[config.mk]
export PLATFORM = sky130hd
export DESIGN_NAME = bus_cycle_sequencer_flat
export DESIGN_NICKNAME = d
export VERILOG_FILES = /design/src/rtl/bus_cycle_sequencer_pkg.sv /design/src/rtl/bus_cycle_sequencer_if.sv /design/src/rtl/bus_cycle_sequencer_wait_counter.sv /design/src/rtl/bus_cycle_sequencer.sv /design/src/flat_wrapper.sv
export SDC_FILE = /design/constraint.sdc
export NUM_CORES = 1
export LEC_CHECK = 0
export ABC_AREA = 1
export CORE_MARGIN = 2
export CORE_UTILIZATION = 40
export CTS_BUF_LIST = sky130_fd_sc_hd__clkbuf_2 sky130_fd_sc_hd__clkbuf_4 sky130_fd_sc_hd__clkbuf_8
export CTS_CLUSTER_SIZE = 25
export DETAILED_ROUTE_END_ITERATION = 8
export PLACE_DENSITY_LB_ADDON = 0.2
export SLEW_MARGIN = 20
export SYNTH_ARGS = -nofsm -noshare
export SYNTH_HDL_FRONTEND = slang
export SYNTH_HIERARCHICAL = 1
export SYNTH_SLANG_ARGS = --single-unit
[constraint.sdc]
create_clock -name i_clk -period 1.3 [get_ports i_clk]
set_input_delay 0.39 -clock i_clk [delete_from_list [all_inputs] [get_ports i_clk]]
set_output_delay 0.39 -clock i_clk [all_outputs]
set_load 0.05 [all_outputs]
[src/rtl/bus_cycle_sequencer_pkg.sv]
// Shared types and constants for the bus cycle sequencer.
// Holds the FSM state encoding, the region codes and the wait-counter width.
package nine_e_bus_pkg;

    localparam int WAIT_W = 4;

    typedef enum logic [1:0] {
        IDLE   = 2'b00,
        SETUP  = 2'b01,
        ACCESS = 2'b10,
        HOLD   = 2'b11
    } state_t;

    localparam logic [1:0] REG_RAM0 = 2'b00;
    localparam logic [1:0] REG_RAM1 = 2'b01;
    localparam logic [1:0] REG_ROM  = 2'b10;
    localparam logic [1:0] REG_IO   = 2'b11;

endpackage

[src/rtl/bus_cycle_sequencer_if.sv]
// Request/response and device-bus signals of the bus cycle sequencer.
// The master side is the requester plus the device data path; the slave side is the sequencer.
interface bus_cycle_sequencer_if #(
    parameter int ADDR_WIDTH = 16,
    parameter int DATA_WIDTH = 8
);
    logic                  req_valid;
    logic                  req_ready;
    logic [ADDR_WIDTH-1:0] req_addr;
    logic                  req_rw;
    logic [DATA_WIDTH-1:0] req_wdata;
    logic                  resp_valid;
    logic [DATA_WIDTH-1:0] resp_rdata;
    logic [ADDR_WIDTH-1:0] bus_addr;
    logic [DATA_WIDTH-1:0] bus_wdata;
    logic [DATA_WIDTH-1:0] bus_rdata;
    logic                  rd_n;
    logic                  wr_n;
    logic [1:0]            dec_a;
    logic                  dec_en_n;

    modport master (
        output req_valid, req_addr, req_rw, req_wdata, bus_rdata,
        input  req_ready, resp_valid, resp_rdata, bus_addr, bus_wdata,
               rd_n, wr_n, dec_a, dec_en_n
    );

    modport slave (
        input  req_valid, req_addr, req_rw, req_wdata, bus_rdata,
        output req_ready, resp_valid, resp_rdata, bus_addr, bus_wdata,
               rd_n, wr_n, dec_a, dec_en_n
    );
endinterface

[src/rtl/bus_cycle_sequencer_wait_counter.sv]
// Loadable down-counter that times the ACCESS phase.
// Stops at zero so a stray decrement can never wrap.
module wait_counter
    import nine_e_bus_pkg::*;
(
    input  logic              i_clk,
    input  logic              i_reset,
    input  logic              i_load,
    input  logic [WAIT_W-1:0] i_value,
    input  logic              i_dec,
    output logic              o_zero
);

    logic [WAIT_W-1:0] r_count;

    always_ff @(posedge i_clk) begin
        if (i_reset) begin
            r_count <= '0;
        end else if (i_load) begin
            r_count <= i_value;
        end else if (i_dec && (r_count != '0)) begin
            r_count <= r_count - 1'b1;
        end
    end

    assign o_zero = (r_count == '0);

endmodule

[src/rtl/bus_cycle_sequencer.sv]
// Single-outstanding bus cycle sequencer in front of a 2-to-4 chip-select decoder.
// Runs SETUP / ACCESS (per-region wait states) / HOLD; every output is a flop.
module bus_cycle_sequencer
    import nine_e_bus_pkg::*;
#(
    parameter int ADDR_WIDTH = 16,
    parameter int DATA_WIDTH = 8,
    parameter int WAIT0      = 0,
    parameter int WAIT1      = 0,
    parameter int WAIT2      = 1,
    parameter int WAIT3      = 3
) (
    input logic                  i_clk,
    input logic                  i_reset,
    bus_cycle_sequencer_if.slave bus
);

    localparam int WAIT_MAX = (1 << WAIT_W) - 1;

    if (WAIT0 < 0 || WAIT0 > WAIT_MAX || WAIT1 < 0 || WAIT1 > WAIT_MAX ||
        WAIT2 < 0 || WAIT2 > WAIT_MAX || WAIT3 < 0 || WAIT3 > WAIT_MAX) begin : g_wait_range
        $error("bus_cycle_sequencer: WAIT0..WAIT3 must lie in 0..15");
    end

    state_t                r_state;
    state_t                w_next;
    logic [ADDR_WIDTH-1:0] r_addr;
    logic [DATA_WIDTH-1:0] r_wdata;
    logic [DATA_WIDTH-1:0] r_rdata;
    logic                  r_rw;
    logic                  r_req_ready;
    logic                  r_resp_valid;
    logic                  r_rd_n;
    logic                  r_wr_n;
    logic                  r_dec_en_n;

    logic [1:0]            w_region;
    logic [WAIT_W-1:0]     w_wait;
    logic                  w_accept;
    logic                  w_zero;
    logic                  w_capture;

    assign w_region = r_addr[ADDR_WIDTH-1 -: 2];

    always_comb begin
        w_wait = '0;
        case (w_region)
            REG_RAM0: w_wait = WAIT_W'(WAIT0);
            REG_RAM1: w_wait = WAIT_W'(WAIT1);
            REG_ROM:  w_wait = WAIT_W'(WAIT2);
            REG_IO:   w_wait = WAIT_W'(WAIT3);
            default:  w_wait = '0;
        endcase
    end

    wait_counter u_wait_counter (
        .i_clk   (i_clk),
        .i_reset (i_reset),
        .i_load  (r_state == SETUP),
        .i_value (w_wait),
        .i_dec   (r_state == ACCESS),
        .o_zero  (w_zero)
    );

    always_comb begin
        w_next    = r_state;
        w_accept  = 1'b0;
        w_capture = 1'b0;
        case (r_state)
            IDLE: begin
                w_accept = bus.req_valid && r_req_ready;
                if (w_accept) w_next = SETUP;
            end
            SETUP:  w_next = ACCESS;
            ACCESS: begin
                if (w_zero) begin
                    w_next    = HOLD;
                    w_capture = r_rw;
                end
            end
            HOLD:    w_next = IDLE;
            default: w_next = IDLE;
        endcase
    end

    // Outputs are registered from the next state so they line up with the phase they describe.
    always_ff @(posedge i_clk) begin
        if (i_reset) begin
            r_state      <= IDLE;
            r_addr       <= '0;
            r_wdata      <= '0;
            r_rdata      <= '0;
            r_rw         <= 1'b0;
            r_req_ready  <= 1'b1;
            r_resp_valid <= 1'b0;
            r_rd_n       <= 1'b1;
            r_wr_n       <= 1'b1;
            r_dec_en_n   <= 1'b1;
        end else begin
            r_state <= w_next;
            if (w_accept) begin
                r_addr  <= bus.req_addr;
                r_wdata <= bus.req_wdata;
                r_rw    <= bus.req_rw;
            end
            if (w_capture) r_rdata <= bus.bus_rdata;
            r_req_ready  <= (w_next == IDLE);
            r_resp_valid <= (w_next == HOLD);
            r_dec_en_n   <= (w_next != ACCESS);
            r_rd_n       <= !((w_next == ACCESS) && r_rw);
            r_wr_n       <= !((w_next == ACCESS) && !r_rw);
        end
    end

    assign bus.req_ready  = r_req_ready;
    assign bus.resp_valid = r_resp_valid;
    assign bus.resp_rdata = r_rdata;
    assign bus.bus_addr   = r_addr;
    assign bus.bus_wdata  = r_wdata;
    assign bus.rd_n       = r_rd_n;
    assign bus.wr_n       = r_wr_n;
    assign bus.dec_a      = w_region;
    assign bus.dec_en_n   = r_dec_en_n;

endmodule

[src/flat_wrapper.sv]
// flat-port wrapper written by rule: the top's interface ports become plain ports
module bus_cycle_sequencer_flat import nine_e_bus_pkg::*;
#(
    parameter int ADDR_WIDTH = 16,
    parameter int DATA_WIDTH = 8,
    parameter int WAIT0      = 0,
    parameter int WAIT1      = 0,
    parameter int WAIT2      = 1,
    parameter int WAIT3      = 3
)
  (i_clk, i_reset, bus_req_valid, bus_req_addr, bus_req_rw, bus_req_wdata, bus_bus_rdata, bus_req_ready, bus_resp_valid, bus_resp_rdata, bus_bus_addr, bus_bus_wdata, bus_rd_n, bus_wr_n, bus_dec_a, bus_dec_en_n);
  bus_cycle_sequencer_if #(.ADDR_WIDTH(ADDR_WIDTH), .DATA_WIDTH(DATA_WIDTH)) bus_i ();
  input logic i_clk;
  input logic i_reset;
  input wire logic [$bits(bus_i.req_valid)-1:0] bus_req_valid;
  input wire logic [$bits(bus_i.req_addr)-1:0] bus_req_addr;
  input wire logic [$bits(bus_i.req_rw)-1:0] bus_req_rw;
  input wire logic [$bits(bus_i.req_wdata)-1:0] bus_req_wdata;
  input wire logic [$bits(bus_i.bus_rdata)-1:0] bus_bus_rdata;
  output wire logic [$bits(bus_i.req_ready)-1:0] bus_req_ready;
  output wire logic [$bits(bus_i.resp_valid)-1:0] bus_resp_valid;
  output wire logic [$bits(bus_i.resp_rdata)-1:0] bus_resp_rdata;
  output wire logic [$bits(bus_i.bus_addr)-1:0] bus_bus_addr;
  output wire logic [$bits(bus_i.bus_wdata)-1:0] bus_bus_wdata;
  output wire logic [$bits(bus_i.rd_n)-1:0] bus_rd_n;
  output wire logic [$bits(bus_i.wr_n)-1:0] bus_wr_n;
  output wire logic [$bits(bus_i.dec_a)-1:0] bus_dec_a;
  output wire logic [$bits(bus_i.dec_en_n)-1:0] bus_dec_en_n;
  assign bus_i.req_valid = bus_req_valid;
  assign bus_i.req_addr = bus_req_addr;
  assign bus_i.req_rw = bus_req_rw;
  assign bus_i.req_wdata = bus_req_wdata;
  assign bus_i.bus_rdata = bus_bus_rdata;
  assign bus_req_ready = bus_i.req_ready;
  assign bus_resp_valid = bus_i.resp_valid;
  assign bus_resp_rdata = bus_i.resp_rdata;
  assign bus_bus_addr = bus_i.bus_addr;
  assign bus_bus_wdata = bus_i.bus_wdata;
  assign bus_rd_n = bus_i.rd_n;
  assign bus_wr_n = bus_i.wr_n;
  assign bus_dec_a = bus_i.dec_a;
  assign bus_dec_en_n = bus_i.dec_en_n;
  bus_cycle_sequencer #(.ADDR_WIDTH(ADDR_WIDTH), .DATA_WIDTH(DATA_WIDTH), .WAIT0(WAIT0), .WAIT1(WAIT1), .WAIT2(WAIT2), .WAIT3(WAIT3)) u_core (.i_clk(i_clk), .i_reset(i_reset), .bus(bus_i));
endmodule
==> impl_results.html <==
<table>
<tr><th>Metric</th><th>Value</th></tr>
<tr><th colspan="2">Route</th></tr>
<tr><td>Vias per std cell</td><td>4.70</td></tr>
<tr><td>Initial drt markers</td><td>50</td></tr>
<tr><td>Pre-antenna DRT Iters</td><td>4</td></tr>
<tr><td>Detail Route Antenna Nets</td><td>0</td></tr>
<tr><td>Total Routed Length</td><td>4.33 mm</td></tr>
<tr><td>Average detailed-routed wire length per instance</td><td>12.1 um</td></tr>
<tr><td>Remaining routing DRC violations</td><td>0</td></tr>
<tr><td>Via Count</td><td>1,678</td></tr>
<tr><th colspan="2">Setup path</th></tr>
<tr><td>Family with the most delay on the worst path</td><td>flip-flops</td></tr>
<tr><td>Worst setup path category</td><td>flip-flop to output pin</td></tr>
<tr><td>Critical path's slowest cell</td><td>dfxtp_2</td></tr>
<tr><td>Cell Chain, Critical Path</td><td>buf_12</td></tr>
<tr><td>Capture point of the worst path</td><td>bus_bus_addr[14]</td></tr>
<tr><td>Data arrival time of the worst path</td><td>860 ps</td></tr>
<tr><td>Critical path buffers and inverters</td><td>1</td></tr>
<tr><td>Startpoint of the worst register-to-register path</td><td>u_core/u_wait_counter/r_count[1]</td></tr>
<tr><td>Largest stage delay on the critical path</td><td>410 ps</td></tr>
<tr><td>Worst setup path start</td><td>u_core/bus.bus_addr[14]</td></tr>
<tr><td>Critical path data required time</td><td>910 ps</td></tr>
<tr><td>WP depth</td><td>1</td></tr>
<tr><td>Setup slack of the worst register-to-register path</td><td>50 ps</td></tr>
<tr><td>Reg-to-reg critical path endpoint</td><td>u_core/bus.rd_n</td></tr>
<tr><td>Critical Path End Type</td><td>output pin</td></tr>
<tr><td>Sort of element at the start of the critical path</td><td>flip-flop</td></tr>
<tr><td>Critical-path maximum fanout</td><td>4</td></tr>
<tr><td>Worst Reg2Reg Path Length in Cells</td><td>7</td></tr>
<tr><th colspan="2">GRT</th></tr>
<tr><td>GRT Residual Overflow</td><td>0</td></tr>
<tr><td>Total Routing Usage GR</td><td>17.1%</td></tr>
<tr><td>Antenna violations before repair</td><td>0</td></tr>
<tr><td>Largest net degree at the start of global routing</td><td>33</td></tr>
<tr><td>Via count of the first global-routing pass</td><td>1,610</td></tr>
<tr><td>Global-route wire length before repair</td><td>6.89 mm</td></tr>
<tr><th colspan="2">Placed design</th></tr>
<tr><td>Pre-CTS setup slack</td><td>-225 ps</td></tr>
<tr><td>Detailed Place HPWL</td><td>3.09 mm</td></tr>
<tr><td>Port Buffers</td><td>74</td></tr>
<tr><td>RD Place Congestion</td><td>0.793</td></tr>
<tr><td>Cell count after placement</td><td>349</td></tr>
<tr><td>Standard cell area after detailed placement</td><td>3080 um2</td></tr>
<tr><th colspan="2">Job</th></tr>
<tr><td>Number of max-cap violations</td><td>0</td></tr>
<tr><th colspan="2">Synthesis</th></tr>
<tr><td>Cell count after synthesis</td><td>223</td></tr>
<tr><td>Area leader, netlist</td><td>dfxtp_1</td></tr>
<tr><td>Commonest register cell after synthesis</td><td>dfxtp_1</td></tr>
<tr><td>Synthesized area</td><td>1850 um2</td></tr>
<tr><td>Number of distinct library cells after synthesis</td><td>27</td></tr>
<tr><td>Number of enable-type register cells in the synthesized netlist</td><td>0</td></tr>
<tr><td>Most frequent cells after synthesis</td><td>44 x dfxtp_1, 44 x inv_1, 34 x a21oi_1</td></tr>
<tr><td>Top cells by area in the synthesized netlist</td><td>dfxtp_1 48%, a21oi_1 9.2%, inv_1 8.9%</td></tr>
<tr><td>Area share of the largest cell type after synthesis</td><td>47.6%</td></tr>
<tr><td>Number of synthesized register bits</td><td>44</td></tr>
<tr><td>Ys async rst share</td><td>0%</td></tr>
<tr><td>Sequential share of the synthesized area</td><td>47.6%</td></tr>
<tr><td>Synthesized area divided by synthesized cell count</td><td>8.30 um2</td></tr>
<tr><td>Synthesis warning total</td><td>6</td></tr>
<tr><th colspan="2">Power and ir drop</th></tr>
<tr><td>P_leak</td><td>0.00133 uW</td></tr>
<tr><td>Switching share of power</td><td>41.9%</td></tr>
<tr><td>Sequential power share</td><td>27.9%</td></tr>
<tr><td>Logic gate share of total power</td><td>57.7%</td></tr>
<tr><td>Power share of the clock group</td><td>14.4%</td></tr>
<tr><td>Cell Int Power</td><td>4590 uW</td></tr>
<tr><td>Reported net switching power</td><td>3310 uW</td></tr>
<tr><td>Worst voltage drop across the vdd grid</td><td>1.67 mV</td></tr>
<tr><td>Power density cells</td><td>2420 nW/um2</td></tr>
<tr><th colspan="2">Floorplanning</th></tr>
<tr><td>Starting density of the core</td><td>42.0%</td></tr>
<tr><td>Die X-Extent</td><td>72.0 um</td></tr>
<tr><td>Die area</td><td>5190 um2</td></tr>
<tr><td>DIE HEIGHT</td><td>72.0 um</td></tr>
<tr><td>Placeable core region</td><td>4410 um2</td></tr>
<tr><td>Site row count</td><td>24</td></tr>
<tr><td>Top-level port count</td><td>75</td></tr>
<tr><th colspan="2">Layout</th></tr>
<tr><td>Fill cell total of the finished layout</td><td>310</td></tr>
<tr><td>Area used by sequential logic in the layout</td><td>888 um2</td></tr>
<tr><td>Post-route non-filler standard cell count</td><td>357</td></tr>
<tr><td>Area growth from synthesis to layout</td><td>76.6%</td></tr>
<tr><td>Final std cell area, no fill</td><td>3270 um2</td></tr>
<tr><td>Antenna cell count</td><td>0</td></tr>
<tr><td>Final-stage net count</td><td>345</td></tr>
<tr><td>Multi-input gate area in the final layout</td><td>746 um2</td></tr>
<tr><td>Share of cells above drive strength 1</td><td>30.5%</td></tr>
<tr><th colspan="2">Clock tree</th></tr>
<tr><td>H-Tree Level Count</td><td>2</td></tr>
<tr><td>Clock tree from TritonCTS</td><td>built</td></tr>
<tr><td>CTS root buf</td><td>clkbuf_8</td></tr>
<tr><td>Count of hold-fix buffers inserted at cts</td><td>0</td></tr>
<tr><td>Clk sink count</td><td>44</td></tr>
<tr><td>TritonCTS Buffers</td><td>5</td></tr>
<tr><td>Max Root-Sink Buffers</td><td>2</td></tr>
<tr><td>Clock Latency Late Sink</td><td>300 ps</td></tr>
<tr><td>Post-CTS Setup Inserts</td><td>0</td></tr>
<tr><td>Clock transition at the registers of the reported paths</td><td>80 ps</td></tr>
<tr><th colspan="2">Timing</th></tr>
<tr><td>Final critical delay including setup and external delays</td><td>1250 ps</td></tr>
<tr><td>Number of max-slew violations in the final report</td><td>0</td></tr>
<tr><td>Final period utilization</td><td>96.5%</td></tr>
<tr><td>Tightest hold margin</td><td>466 ps</td></tr>
<tr><td>Fin. Hold Viols</td><td>0</td></tr>
<tr><td>Total Negative Setup Slacks</td><td>0 ps</td></tr>
<tr><td>Final number of setup-violating endpoints</td><td>0</td></tr>
<tr><td>Fmax</td><td>797 MHz</td></tr>
<tr><td>Unrepaired setup endpoints after global routing</td><td>yes</td></tr>
<tr><td>Setup Skew</td><td>4.72 ps</td></tr>
<tr><td>Least setup slack across all paths after layout</td><td>45.8 ps</td></tr>
<tr><th colspan="2">Outcome</th></tr>
<tr><td>Status</td><td>completed</td></tr>
<tr><th colspan="2">Worst hold path</th></tr>
<tr><td>Hold Startpoint</td><td>u_core/r_rw</td></tr>
<tr><td>Classification of the worst-slack hold path</td><td>flip-flop to flip-flop</td></tr>
</table>
[worst min-delay path by stage]
stage                                  to  slack [ps]  depth (start not counted)
after floorplan           u_core/bus.rd_n         420                          1
after global placement    u_core/bus.rd_n         440                          1
after detailed placement  u_core/bus.rd_n         440                          1
after CTS                 u_core/bus.rd_n         460                          1
after global routing      u_core/bus.rd_n         480                          1
final                     u_core/bus.rd_n         470                          1
[registers in the layout, indices dropped and copies added (netlist names)]
register                       count
u_core/r_rw                        1
u_core/bus.resp_valid              1
u_core/r_state                     2
u_core/bus.bus_addr               16
u_core/bus.resp_rdata              8
u_core/u_wait_counter/r_count      4
u_core/bus.req_ready               1
u_core/bus.bus_wdata               8
u_core/bus.rd_n                    1
u_core/bus.dec_en_n                1
u_core/bus.wr_n                    1
[cells in the final DEF, fill, tap and decap left out, types with 2 or more instances in the layout]
master and instances:
inv_1 40, dfxtp_2 3, inv_2 7, buf_12 43
a21oi_1 34, nand4_1 2, nand3_4 2, clkdlybuf4s50_1 35
nand2_1 14, ha_4 2, o21ai_0 3, nor2_1 7
nand3_1 7, dfxtp_1 40, ha_2 2, clkbuf_8 7
conb_1 2, o21ai_2 10, buf_4 7, o21ai_1 24
nand2_4 2, nand3_2 2
[what timing repair did]
item,CTS,global route
hold endpoints to repair,0,0
gates cloned,0,0
gates resized for setup,8,17
pin swaps,1,0
setup endpoints to repair,15,39
[per-stage QoR]
step / total power (uW) / util [%]
global route: 8300 / 74.1
CTS: 7820 / 73.2
global placement: 6490 / 69.8
floorplan: 4560 / -
finish: 7900 / 74.1
detailed placement: 6560 / 69.8
[final cells by class]
class                   instances  share of cell area, %
repair buffers                 85                   38.6
flip-flops and latches         44                   27.2
multi-input cells             120                   22.8
inverters                      48                   5.55
clock buffers                   7                   2.95
well taps                      52                   1.99
clock inverters                 1                  0.918
[logic make-up (layout without fill, tap and decap cells)]
kind of cell             Yosys count  after routing  synth area share [%]
other                              1              2                 0.203
AND/OR/NAND/NOR                   39             39                  11.2
buffers and inverters             60            141                  15.5
adder cells (fa/ha/maj)            5              5                  3.38
AO/OA/AOI/OAI                     73             73                  21.6
XOR/XNOR                           1              1                 0.473
flip-flops                        44             44                  47.6
[power groups by stage]
| stage | Combinational [uW] | Clock, uW | Sequential [uW] |
|---|---|---|---|
| global placement | 4280 | 0 | 2210 |
| finish | 4560 | 1140 | 2200 |
| detailed placement | 4350 | 0 | 2220 |
| global route | 4830 | 1210 | 2250 |
| floorplan | 1430 | 0 | 3130 |
| CTS | 4460 | 1160 | 2200 |
[per-layer routing]
metal  wire length, um  GRT usage (%)  up-vias
met5                 0              0        -
met4                72           8.18        0
met3               382           6.67        8
met2              2130           28.6       56
met1              1740           19.1      748
li1                  -              -      866
Power figures use the tool's default switching activity.
